===== src/rtl/multiplier_seq_if.sv =====
// Operand and product handshake bundle for multiplier_seq.
// The master drives the operands and out_ready; the slave is the multiplier.
interface multiplier_seq_if #(
    parameter int WIDTH = 4
);
    logic               in_valid;
    logic               in_ready;
    logic               in_signed;
    logic [WIDTH-1:0]   in_a;
    logic [WIDTH-1:0]   in_b;
    logic               out_valid;
    logic               out_ready;
    logic [2*WIDTH-1:0] out_p;
    logic               busy;

    modport master (
        output in_valid, in_signed, in_a, in_b, out_ready,
        input  in_ready, out_valid, out_p, busy
    );

    modport slave (
        input  in_valid, in_signed, in_a, in_b, out_ready,
        output in_ready, out_valid, out_p, busy
    );
endinterface


===== src/rtl/multiplier_seq.sv =====
// Iterative shift-add multiplier: WIDTH-bit operands, 2*WIDTH-bit product,
// fixed WIDTH-cycle latency, per-transaction signed/unsigned mode.
module multiplier_seq #(
    parameter int WIDTH = 4
) (
    input  logic            clk,
    input  logic            rst_n,
    multiplier_seq_if.slave bus
);
    localparam int PW = 2 * WIDTH;
    localparam int CW = $clog2(WIDTH);

    typedef enum logic [1:0] {IDLE, BUSY, DONE} state_e;

    state_e          state_q;
    logic            neg_q;
    logic [PW-1:0]   mcand_q;
    logic [WIDTH-1:0] mult_q;
    logic [PW-1:0]   accum_q;
    logic [CW-1:0]   cnt_q;
    logic [PW-1:0]   out_p_q;
    logic            out_valid_q;

    logic [WIDTH-1:0] mag_a;
    logic [WIDTH-1:0] mag_b;
    logic [PW-1:0]    accum_d;
    logic [PW-1:0]    prod_d;

    // Signed operands are reduced to magnitudes so the core is a plain unsigned
    // shift-add; -2^(WIDTH-1) maps to 2^(WIDTH-1), which still fits WIDTH bits.
    // NOTE: every always_comb output gets a value on every path, so no latch is inferred.
    always_comb begin
        mag_a   = (bus.in_signed && bus.in_a[WIDTH-1]) ? -bus.in_a : bus.in_a;
        mag_b   = (bus.in_signed && bus.in_b[WIDTH-1]) ? -bus.in_b : bus.in_b;
        accum_d = accum_q + (mult_q[0] ? (mcand_q << cnt_q) : '0);
        prod_d  = neg_q ? -accum_d : accum_d;
    end

    // NOTE: sequential state uses non-blocking assignments so every register
    // samples the pre-edge values regardless of statement order.
    always_ff @(posedge clk or negedge rst_n) begin
        if (!rst_n) begin
            state_q     <= IDLE;
            neg_q       <= 1'b0;
            mcand_q     <= '0;
            mult_q      <= '0;
            accum_q     <= '0;
            cnt_q       <= '0;
            out_p_q     <= '0;
            out_valid_q <= 1'b0;
        end else begin
            case (state_q)
                IDLE: begin
                    if (bus.in_valid) begin
                        mcand_q <= {{WIDTH{1'b0}}, mag_a};
                        mult_q  <= mag_b;
                        neg_q   <= bus.in_signed & (bus.in_a[WIDTH-1] ^ bus.in_b[WIDTH-1]);
                        accum_q <= '0;
                        cnt_q   <= '0;
                        state_q <= BUSY;
                    end
                end
                BUSY: begin
                    accum_q <= accum_d;
                    mult_q  <= mult_q >> 1;
                    cnt_q   <= cnt_q + 1'b1;
                    // Last partial product is folded in directly on the final edge.
                    if (cnt_q == CW'(WIDTH - 1)) begin
                        out_p_q     <= prod_d;
                        out_valid_q <= 1'b1;
                        state_q     <= DONE;
                    end
                end
                DONE: begin
                    if (bus.out_ready) begin
                        out_valid_q <= 1'b0;
                        state_q     <= IDLE;
                    end
                end
                default: state_q <= IDLE;
            endcase
        end
    end

    assign bus.in_ready  = (state_q == IDLE);
    assign bus.busy      = (state_q != IDLE);
    assign bus.out_valid = out_valid_q;
    assign bus.out_p     = out_p_q;
endmodule


===== src/flat_wrapper.sv =====
// flat-port wrapper written by rule: the top's interface ports become plain ports
module multiplier_seq_flat 
#(
    parameter int WIDTH = 4
)
  (clk, rst_n, bus_in_valid, bus_in_signed, bus_in_a, bus_in_b, bus_out_ready, bus_in_ready, bus_out_valid, bus_out_p, bus_busy);
  multiplier_seq_if #(.WIDTH(WIDTH)) bus_i ();
  input  logic clk;
  input  logic rst_n;
  input wire logic [$bits(bus_i.in_valid)-1:0] bus_in_valid;
  input wire logic [$bits(bus_i.in_signed)-1:0] bus_in_signed;
  input wire logic [$bits(bus_i.in_a)-1:0] bus_in_a;
  input wire logic [$bits(bus_i.in_b)-1:0] bus_in_b;
  input wire logic [$bits(bus_i.out_ready)-1:0] bus_out_ready;
  output wire logic [$bits(bus_i.in_ready)-1:0] bus_in_ready;
  output wire logic [$bits(bus_i.out_valid)-1:0] bus_out_valid;
  output wire logic [$bits(bus_i.out_p)-1:0] bus_out_p;
  output wire logic [$bits(bus_i.busy)-1:0] bus_busy;
  assign bus_i.in_valid = bus_in_valid;
  assign bus_i.in_signed = bus_in_signed;
  assign bus_i.in_a = bus_in_a;
  assign bus_i.in_b = bus_in_b;
  assign bus_i.out_ready = bus_out_ready;
  assign bus_in_ready = bus_i.in_ready;
  assign bus_out_valid = bus_i.out_valid;
  assign bus_out_p = bus_i.out_p;
  assign bus_busy = bus_i.busy;
  multiplier_seq #(.WIDTH(WIDTH)) u_core (.clk(clk), .rst_n(rst_n), .bus(bus_i));
endmodule

===== config.mk =====
export PLATFORM = sky130hd
export DESIGN_NAME = multiplier_seq_flat
export DESIGN_NICKNAME = d
export VERILOG_FILES = /design/src/rtl/multiplier_seq_if.sv /design/src/rtl/multiplier_seq.sv /design/src/flat_wrapper.sv
export SDC_FILE = /design/constraint.sdc
export NUM_CORES = 1
export LEC_CHECK = 0
export BUFFER_PORTS_ARGS = -buffer_cell sky130_fd_sc_hd__buf_2
export CORE_MARGIN = 3
export CORE_UTILIZATION = 25
export CTS_CLUSTER_SIZE = 40
export DETAILED_ROUTE_END_ITERATION = 8
export PLACE_DENSITY_LB_ADDON = 0.12
export SKIP_CTS_REPAIR_TIMING = 1
export SYNTH_ARGS = -nofsm -noshare
export SYNTH_HDL_FRONTEND = slang
export SYNTH_SLANG_ARGS = --single-unit

===== constraint.sdc =====
create_clock -name clk -period 5.7 [get_ports clk]
set_input_delay 0.855 -clock clk [delete_from_list [all_inputs] [get_ports clk]]
set_output_delay 0.855 -clock clk [all_outputs]
set_load 0.005 [all_outputs]

==> metrics.md <==
| Metric | Value |
|---|---|
| Largest net degree at the start of global routing | `31` |
| Total placed cells including tap cells | `317` |
| Antenna violations before repair | `0` |
| Post-place setup slack | `2.57 ns` |
| Worst Setup Start Kind | `flip-flop` |
| Number of inserted diodes | `0` |
| Via count | `1458` |
| PwrDens | `500 mW/mm2` |
| Shortest period the worst path allows | `3.13 ns` |
| Routed WL | `4250 um` |
| Fin area | `0.00221 mm2` |
| Synth area leaders | `dfrtp_1 40%, ha_1 7.3%, nand2_1 6.5%, o21ai_1 4.0%, a22o_1 3.7%` |
| Total number of nets in the final design | `250` |
| Internal Dissipation | `657 uW` |
| H-Tree Level Count | `2` |
| Yosys warning count | `0` |
| Clock tree from TritonCTS | `yes` |
| Critical path class | `flip-flop to flip-flop` |
| Global-route wire length before repair | `7620 um` |
| Actual transition at the worst max-transition pin | `1.02 ns` |
| Count of standard-cell rows | `31` |
| First-pass DRT Iterations | `4` |
| CP Buf/Inv Count | `0` |
| X dimension of the die | `93.0 um` |
| Number of vias per cell | `4.49` |
| Net switching fraction of the power | `40.6%` |
| Max FO, Critical Path | `9` |
| Number of nets in the synthesized netlist | `228` |
| Part of the total power dissipated in the clock network | `19.3%` |
| Fraction of registers with async set or reset after synthesis | `100%` |
| Area growth from synthesis to layout | `16.6%` |
| Global Route Usage Sum | `11.1%` |
| Worst slew margin relative to its limit | `31.2%` |
| CTS root buffer | `clkbuf_8` |
| Clock insertion delay at the later pin of the skew report | `0.28 ns` |
| Hold Path Class | `flip-flop to flip-flop` |
| Top-level I/O count | `24` |
| Static power due to leakage | `1.04 nW` |
| Largest delay contributor family on the critical path | `compound AO/OA/AOI/OAI gates` |
| Buffer levels on the longest clock path | `2` |
| Most numerous cell in the Yosys netlist | `nand2_1` |
| Core region area | `0.00729 mm2` |
| Worst path arrival time | `3.28 ns` |
| Routed length per placed instance | `13.1 um` |
| Sequential power share | `35.3%` |
| Total net switching power | `449 uW` |
| Vias in the first global route | `1516` |
| Least setup slack across all paths after layout | `2.57 ns` |
| Global Route met1 Usage | `15.1%` |
| Element type at the critical path end | `flip-flop` |
| Final count of negative-setup-slack endpoints | `0` |
| Total negative slack for setup checks | `0 ns` |
| Required time of the worst setup path | `5.85 ns` |
| Post-synthesis cell type count | `44` |
| Final antenna-violating net count | `0` |
| Number of max-cap violations | `0` |
| DRC Markers | `0` |
| Number of port buffers | `23` |
| Cts bufs inserted | `5` |
| Synthesized area | `0.00189 mm2` |
| Gate count of the mapped netlist | `203` |
| Worst IR Drop VDD | `112 uV` |
| HPWL after detailed placement | `3230 um` |
| Critical Path Most Common Cell | `o21ai_0` |
| Fin. max-slew vios | `0` |
| Total congestion overflow | `0` |
| Post-layout util | `30.3%` |
| Dominant cell type by area after synthesis | `dfrtp_1` |
| Post-Place Cell Area | `0.00210 mm2` |
| CTS Sinks | `30` |
| Iteration-0 DRC Markers | `44` |
| Hold Fails Final Rpt | `0` |
| Clk slew on worst S/H paths | `0.07 ns` |
| Worst-case clock skew | `0.00585 ns` |
| Max Freq | `320 MHz` |
| Final weighted congestion in routability-driven placement | `0.738` |
| Run status | `complete, no violations` |
| Seq/Total Area, Yosys | `39.6%` |
| GRT met3 Usage | `2.90%` |
| Met2 track demand over resource in global routing | `17.2%` |
| Part of the total power dissipated in combinational logic | `45.4%` |
| Most congested layer reported by global routing | `met2` |
| Highest-delay cell along the critical path | `or4_4` |
| Post-synth top flop | `dfrtp_1` |
| Setup repair after global routing missed its margin | `no` |
| CP cell instances | `mux2_2, nand2_1, o21ai_0, and2_1, ha_1, o21ai_0, o211a_1, or4_4, o31ai_2, xor2_1, o21ai_1` |
| Starting density of the core | `26.0%` |
| Chip Height | `93.0 um` |
| Floorplan die area | `0.00866 mm2` |
| CP peak stage delay | `0.57 ns` |
| Area share of the largest cell type after synthesis | `39.6%` |
| Avg Cell Area, Syn | `9.33 um2` |
| Flip-flop and latch count after synthesis | `30` |
| Top cell types by occurrence after synthesis | `33 x nand2_1, 30 x dfrtp_1, 15 x o21ai_1` |
| Final Non-Filler Cells | `325` |
| Layout cells sized above 1 | `18.1%` |
| Fin crit share | `54.9%` |
| R2r setup slk | `2.57 ns` |
| Number of synthesized flops with an enable pin | `0` |
flip-flops by register name, summed over array words and instances, names as in the netlist:
name and flops:
u_core.mcand_q 4, u_core.neg_q 1, u_core.cnt_q 2, u_core.accum_q 8, u_core.bus.out_valid 1, u_core.mult_q 4, u_core.state_q 2, u_core.bus.out_p 8
worst reg2reg max path, cell delays in order, from the launching register on:
cell and delay (ns):
dfrtp_1 0.49, mux2_2 0.39, nand2_1 0.06, o21ai_0 0.07
and2_1 0.17, ha_1 0.34, o21ai_0 0.16, o211a_1 0.24
or4_4 0.57, o31ai_2 0.27, xor2_1 0.16, o21ai_1 0.07
layout make-up:
| type | instances | area [um2] |
|---|---|---|
| clock buffers | 7 | 76.3 |
| clock inverters | 1 | 30.0 |
| fillers | 812 | 5080 |
| inverters | 12 | 45.0 |
| multi-input cells | 153 | 1070 |
| flip-flops and latches | 30 | 751 |
| well taps | 99 | 124 |
| repair buffers | 23 | 115 |
final timing paths:
path                                             to           startpoint  cells after the start
worst max-delay path            u_core.bus.out_p[7]      u_core.cnt_q[1]                     11
worst min-delay path            u_core.bus.out_p[0]  u_core.bus.out_p[0]                      2
worst max register to register  u_core.bus.out_p[7]      u_core.cnt_q[1]                     11
worst min register to register  u_core.bus.out_p[0]  u_core.bus.out_p[0]                      2
max in group asynchronous         u_core.accum_q[6]                rst_n                      1
min in group asynchronous       u_core.bus.out_p[5]                rst_n                      1
logic make-up after synthesis:
family | Yosys count | synth area share, %
and+or+nand+nor | 63 | 16.1
AOI/OAI and AO/OA | 57 | 20.5
DFF | 30 | 39.6
buffers and inverters | 20 | 3.96
xor gates and xnor gates | 12 | 6.54
adders and majority gates | 12 | 8.32
muxes | 9 | 4.95
stage by stage:
stage | hold WS, ns | total power, mW
3_3_place_gp | 0.460 | 0.912
2_1_floorplan | 0.456 | 0.769
5_1_grt | 0.521 | 1.23
4_1_cts | 0.481 | 1.13
6_report | 0.474 | 1.11
3_5_place_dp | 0.464 | 0.911
power groups by stage:
| stage | clock network (mW) | logic (mW) | registers, mW |
|---|---|---|---|
| floorplan | 0 | 0.421 | 0.347 |
| global placement | 0 | 0.515 | 0.397 |
| detailed placement | 0 | 0.515 | 0.397 |
| CTS | 0.223 | 0.516 | 0.393 |
| global route | 0.234 | 0.587 | 0.408 |
| finish | 0.213 | 0.502 | 0.390 |
per-layer routing:
layer,routed length [um],share of wire (%),vias up
met5,0,0,-
met4,44,1.0,0
met3,138,3.2,4
met2,1910,45,24
met1,2160,51,668
li1,-,-,762
layout by cell type (no fill, tap or decap), types with 2 or more instances in the layout:
cell type / Yosys / final
mux2_2: 3 / 3
nand2_1: 33 / 33
a21oi_1: 8 / 8
xor2_1: 6 / 6
clkbuf_8: 0 / 5
buf_2: 0 / 23
nor2b_1: 3 / 3
nor2_1: 11 / 11
o21ai_0: 9 / 9
inv_1: 12 / 12
mux2i_1: 6 / 6
o21ai_1: 15 / 15
o211a_1: 2 / 2
a21o_1: 2 / 2
xnor2_1: 5 / 5
o31ai_1: 3 / 3
a22o_1: 8 / 8
ha_1: 11 / 11
and2_1: 2 / 2
nor3b_1: 2 / 2
clkbuf_1: 8 / 2
dfrtp_1: 30 / 30
(Power assumes the default switching activity.)
